$ cat src/rtl/mul_pkg.sv
// Shared opcodes, controller state encoding and the sign helpers for the HI/LO multiply controller.
package mul_pkg;

  localparam int unsigned MUL_W       = 32;
  localparam int unsigned MUL_W2      = 2 * MUL_W;
  localparam int unsigned MUL_TIMEOUT = 15;

  localparam logic [1:0] OP_MULTU = 2'b00;
  localparam logic [1:0] OP_MULT  = 2'b01;
  localparam logic [1:0] OP_MTHI  = 2'b10;
  localparam logic [1:0] OP_MTLO  = 2'b11;

  typedef enum logic [2:0] {
    ST_IDLE    = 3'd0,
    ST_ISSUE   = 3'd1,
    ST_WAIT_LO = 3'd2,
    ST_WAIT_HI = 3'd3,
    ST_FIX     = 3'd4,
    ST_ABORT   = 3'd5
  } state_t;

  // Two's-complement magnitude; the most negative value maps onto itself as an unsigned number.
  function automatic logic [MUL_W-1:0] abs_w(input logic [MUL_W-1:0] x);
    return x[MUL_W-1] ? (~x + MUL_W'(1)) : x;
  endfunction

  function automatic logic [MUL_W2-1:0] neg2w(input logic [MUL_W2-1:0] x);
    return ~x + MUL_W2'(1);
  endfunction

endpackage

$ cat src/rtl/mul_sign_fix.sv
// Combinational operand magnitude conversion and product sign restoration for signed MULT.
module mul_sign_fix
  import mul_pkg::*;
#(
  parameter int unsigned W = MUL_W
) (
  input  logic           op_signed,
  input  logic [W-1:0]   a,
  input  logic [W-1:0]   b,
  input  logic           neg,
  input  logic [2*W-1:0] prod,
  output logic [W-1:0]   mag_a_c,
  output logic [W-1:0]   mag_b_c,
  output logic [2*W-1:0] fixed_c
);

  always_comb begin
    mag_a_c = a;
    mag_b_c = b;
    fixed_c = prod;
    if (op_signed) begin
      mag_a_c = abs_w(a);
      mag_b_c = abs_w(b);
    end
    if (neg) begin
      fixed_c = neg2w(prod);
    end
  end

endmodule

$ cat src/rtl/mul_hilo_ctrl.sv
// Sequences the negedge-pipelined unsigned multiplier core and owns the architectural HI/LO registers.
module mul_hilo_ctrl
  import mul_pkg::*;
#(
  parameter int unsigned W       = MUL_W,
  parameter int unsigned TIMEOUT = MUL_TIMEOUT
) (
  input  logic           clk,
  input  logic           reset,
  input  logic           req_valid,
  input  logic [1:0]     req_op,
  input  logic [W-1:0]   req_a,
  input  logic [W-1:0]   req_b,
  output logic           req_ready,
  output logic [W-1:0]   hi,
  output logic [W-1:0]   lo,
  output logic           mul_start,
  output logic [W-1:0]   mul_a,
  output logic [W-1:0]   mul_b,
  input  logic [2*W-1:0] mul_z,
  input  logic           mul_done,
  output logic           mul_rst,
  output logic           err
);

  localparam int unsigned CNT_W = $clog2(TIMEOUT + 1);

  state_t         state;
  logic           neg;
  logic [2*W-1:0] prod;
  logic [CNT_W-1:0] cnt;

  logic [W-1:0]   mag_a_c;
  logic [W-1:0]   mag_b_c;
  logic [2*W-1:0] fixed_c;
  logic           op_signed_c;
  logic           timed_out_c;

  assign op_signed_c = (req_op == OP_MULT);
  assign timed_out_c = (cnt == CNT_W'(TIMEOUT));

  // The core is held in reset with the controller, and pulsed for one cycle when a multiply is aborted.
  assign mul_rst = ~reset | (state == ST_ABORT);

  mul_sign_fix #(.W(W)) u_sign_fix (
    .op_signed (op_signed_c),
    .a         (req_a),
    .b         (req_b),
    .neg       (neg),
    .prod      (prod),
    .mag_a_c   (mag_a_c),
    .mag_b_c   (mag_b_c),
    .fixed_c   (fixed_c)
  );

  always_ff @(posedge clk or negedge reset) begin
    if (!reset) begin
      state     <= ST_IDLE;
      req_ready <= 1'b1;
      hi        <= '0;
      lo        <= '0;
      mul_start <= 1'b0;
      mul_a     <= '0;
      mul_b     <= '0;
      err       <= 1'b0;
      neg       <= 1'b0;
      prod      <= '0;
      cnt       <= '0;
    end else begin
      case (state)
        ST_IDLE: begin
          if (req_valid) begin
            case (req_op)
              OP_MTHI: hi <= req_a;
              OP_MTLO: lo <= req_a;
              default: begin
                mul_a     <= mag_a_c;
                mul_b     <= mag_b_c;
                neg       <= op_signed_c & (req_a[W-1] ^ req_b[W-1]);
                mul_start <= 1'b1;
                cnt       <= '0;
                req_ready <= 1'b0;
                state     <= ST_ISSUE;
              end
            endcase
          end
        end
        // A done that is still high here is stale; only a fresh low->high sequence completes.
        ST_ISSUE: begin
          if (!mul_done) begin
            cnt   <= cnt + CNT_W'(1);
            state <= ST_WAIT_LO;
          end else if (timed_out_c) begin
            mul_start <= 1'b0;
            err       <= 1'b1;
            state     <= ST_ABORT;
          end else begin
            cnt <= cnt + CNT_W'(1);
          end
        end
        // Dropping start together with the capture keeps the core from seeing start after it wraps.
        ST_WAIT_LO: begin
          if (mul_done) begin
            mul_start <= 1'b0;
            prod      <= mul_z;
            state     <= ST_FIX;
          end else if (timed_out_c) begin
            mul_start <= 1'b0;
            err       <= 1'b1;
            state     <= ST_ABORT;
          end else begin
            cnt <= cnt + CNT_W'(1);
          end
        end
        ST_FIX: begin
          {hi, lo}  <= fixed_c;
          req_ready <= 1'b1;
          state     <= ST_IDLE;
        end
        ST_ABORT: begin
          req_ready <= 1'b1;
          state     <= ST_IDLE;
        end
        default: begin
          mul_start <= 1'b0;
          req_ready <= 1'b1;
          state     <= ST_IDLE;
        end
      endcase
    end
  end

endmodule

$ cat config.mk
export PLATFORM = sky130hd
export DESIGN_NAME = mul_hilo_ctrl
export DESIGN_NICKNAME = d
export VERILOG_FILES = /design/src/rtl/mul_pkg.sv /design/src/rtl/mul_sign_fix.sv /design/src/rtl/mul_hilo_ctrl.sv
export SDC_FILE = /design/constraint.sdc
export NUM_CORES = 1
export LEC_CHECK = 0
export BUFFER_PORTS_ARGS = -buffer_cell sky130_fd_sc_hd__buf_4
export CAP_MARGIN = 30
export CORE_ASPECT_RATIO = 1.25
export CORE_UTILIZATION = 30
export CTS_BUF_LIST = sky130_fd_sc_hd__clkbuf_4
export DETAILED_ROUTE_END_ITERATION = 12
export GPL_TIMING_DRIVEN = 1
export PLACE_DENSITY = 0.48
export SLEW_MARGIN = 20
export SYNTH_ARGS = -nofsm -noshare
export SYNTH_HDL_FRONTEND = slang
export SYNTH_HIERARCHICAL = 1
export SYNTH_SLANG_ARGS = --single-unit
$ cat constraint.sdc
create_clock -name clk -period 3.4 [get_ports clk]
set_input_delay 0.51 -clock clk [delete_from_list [all_inputs] [get_ports clk]]
set_output_delay 0.51 -clock clk [all_outputs]
set_load 0.01 [all_outputs]
==> out/qor.yml <==
dieArea_um2: 39200
area_growth_pct: 33.0
drc: 0
cp-endpoint: "hi[14]$_DFFE_PN0P_"
ys_seq_area_frac: 0.441
path_depth: 11
grt_max_degree: 115
crit_family: "simple AND/OR/NAND/NOR gates"
dp_hpwl_um: 27400
reg2reg_depth: 11
startpoint_type: "flip-flop"
die_h_um: 221
cts.clk_slew.worst_paths_ns: 0.07
synthTopCellsByArea: "dfrtp_1 44%, mux2_2 7.9%, xnor2_1 6.6%"
drtIter0Drc: 485
path_common_cell: "buf_4"
initial_core_util: 0.306
max_freq_mhz: 332
yosys.area.top_type: "dfrtp_1"
required_ns: 3.97
hp-class: "in2reg"
wl_per_cell_um: 19.4
final_core_util: 0.408
ys_seq_elements: 203
synth.net_count: 1167
antenna_found_initial: 2
path_class: "reg2reg"
skew_ns: 0.0315
path_max_fanout: 13
tritoncts: "done"
r2r_slack_ns: 0.39
worst-path-buf-inv: 3
ios: 266
cp.arrival_ns: 3.59
critPathCaptureType: "flip-flop"
finalHoldViolCount: 0
syn_area_per_cell_um2: 11.2
synth_top_area_share: 0.439
maxCapViolations: 0
grt_use_total: 0.190
clockBufferDepth: 3
outcome: "finished, final reports clean"
grt_pass1_vias: 9342
clock_latency_ns: 0.71
wl_met3_um: 2020
ys_types: 67
synthFlopType: "dfrtp_1"
max_stage_delay_ns: 0.50
grt_pass1_wl_um: 56600
syn_inst: 1029
gr-total-overflow: 0
critPathLaunch: "prod[0]$_DFFE_PN0P_"
rr_endpoint: "hi[14]$_DFFE_PN0P_"
post-route-min-period_ns: 3.01
die_w_um: 177
rsz0062_at_grt: "false"
leakagePower_nw: 6.66
wl_met2_um: 18300
place.gp.congestion: 0.830
powerDensity_nw_per_um2: 770
synth_edf_count: 0
met1_length_um: 16000
wirelength_um: 37200
rows: 79
setup_viol: 0
tightest_slew_ns: 0.779
synthArstFlopShare: 1.00
ir_worst_vdd_mv: 0.316
clock-root-buffer: "clkbuf_4"
crit_chain: "inv_1 -> ha_1 -> or4b_1 -> nor4_2 -> buf_4 -> nand2_1 -> buf_4 -> o41ai_1 -> xnor2_1 -> mux2i_1 -> o21ai_2"
slew_viol_final: 0
layout-drive-gt1-share: 0.378
cts_made_buffers: 57
core_um2: 37600
p_total_mw: 11.8
reg2reg_from: "prod[0]$_DFFE_PN0P_"
final_cell_mix: "276 x buf_4, 201 x dfrtp_1, 93 x nand2_1"
ys_warn_count: 6
detail_route.first_pass.iterations: 5
clock-sinks: 203
cp_slowest_cell: "o41ai_1"
final_common_cell: "buf_4"
ant_nets: 0
relSlewSlack: 0.481
port-buffer-count: 265
setup-tns-final_ns: 0
postCtsSetupRepairBufs: 0
final.period_utilization: 0.886
vias_per_cell: 4.79
htreeDepth: 2
routed.top_layer: "met4"
vias: 9165
place_area_um2: 13900
stdcell_area_um2: 15300
fin_nets: 1521
synth_area_um2: 11500
-- power breakdown --
| group | internal (mW) | switching (mW) | total, mW |
|---|---|---|---|
| Sequential | 3.57 | 1.14 | 4.70 |
| Combinational | 2.61 | 2.12 | 4.73 |
| Clock | 1.24 | 1.11 | 2.35 |
-- Yosys cell counts (4+ instances only) --
library cell,number
mux2_1,5
xor2_1,34
nand3b_1,6
o21ai_2,15
buf_4,4
or4_1,10
clkbuf_1,23
ha_1,4
or3_1,18
nand3_1,6
nor3_1,14
nand2_1,94
xnor2_1,87
a21oi_1,31
o21ai_0,38
o41ai_1,14
inv_1,12
mux2i_1,64
nand4_1,5
mux2_2,81
o41ai_2,4
buf_6,14
o21ai_1,54
a31oi_1,5
nor4_1,9
buf_2,6
mux2_4,42
nor2_1,32
nor2b_1,6
dfrtp_1,202
o31ai_1,22
nand2b_1,7
buf_12,7
and2_1,5
-- metrics by stage --
| stage | cells | setup WS, ns | hold WS, ns |
|---|---|---|---|
| 3_3_place_gp | 1742 | 0.460 | 0.448 |
| 5_1_grt | 1914 | 0.221 | 0.0746 |
| 4_1_cts | 1912 | 0.369 | 0.0200 |
| 3_5_place_dp | 1743 | 0.411 | 0.450 |
| 6_report | 1914 | 0.387 | 0.114 |
| 2_1_floorplan | 1029 | 0.933 | 0.214 |
-- area by class of cell --
type	count	area, um^2
tap	486	608
clock buffer	88	661
inverter	13	48.8
clock inverter	14	80.1
fill	3731	22300
timing repair buffer	349	2860
sequential	203	5080
multi-input combinational	759	5960
antenna	2	5.00
-- cell families after synthesis --
family,Yosys count,share of synthesized area
and+or+nand+nor,243,0.115
DFF,203,0.441
AOI/OAI and AO/OA,199,0.110
muxes,192,0.195
xor gates and xnor gates,121,0.0921
buffers and inverters,67,0.0428
adders and majority gates,4,0.00435
-- routing by layer --
| layer | up-vias | GRT usage |
|---|---|---|
| met3 | 56 | 0.0366 |
| met1 | 4419 | 0.239 |
| met5 | - | 0 |
| met2 | 253 | 0.321 |
| met4 | 0 | 0.0651 |
| li1 | 4437 | - |
-- registers in the layout, indices dropped and copies added (netlist names), 3 cells and up --
name   count
mul_b     32
mul_a     32
hi        32
lo        32
state      3
prod      64
cnt        4
-- worst reg2reg max path: cells and delay by family, from the launching register on --
kind                       cells  cell delay, ns
muxes                          1            0.18
AOI/OAI and AO/OA              2            0.56
xor gates and xnor gates       1            0.12
and+or+nand+nor                3            0.88
buffers and inverters          3            0.50
adders and majority gates      1            0.17
DFF                            1            0.46
-- worst min-delay path by stage --
stage,depth (start not counted),from,end
2_1_floorplan,0,reset,cnt[0]$_DFFE_PN0P_
3_3_place_gp,1,err$_DFFE_PN0P_,err$_DFFE_PN0P_
3_5_place_dp,1,err$_DFFE_PN0P_,err$_DFFE_PN0P_
4_1_cts,3,req_a[28],lo[28]$_DFFE_PN0P_
5_1_grt,2,req_a[0],mul_a[0]$_DFFE_PN0P_
6_report,3,req_a[28],lo[28]$_DFFE_PN0P_
-- timing repair --
action / 4_1_cts / 5_1_grt
resized for setup: 0 / 0
endpoints found under the hold margin: 109 / 0
hold buffers: 67 / 0
No activity file was read; power rests on OpenSTA's default activity.
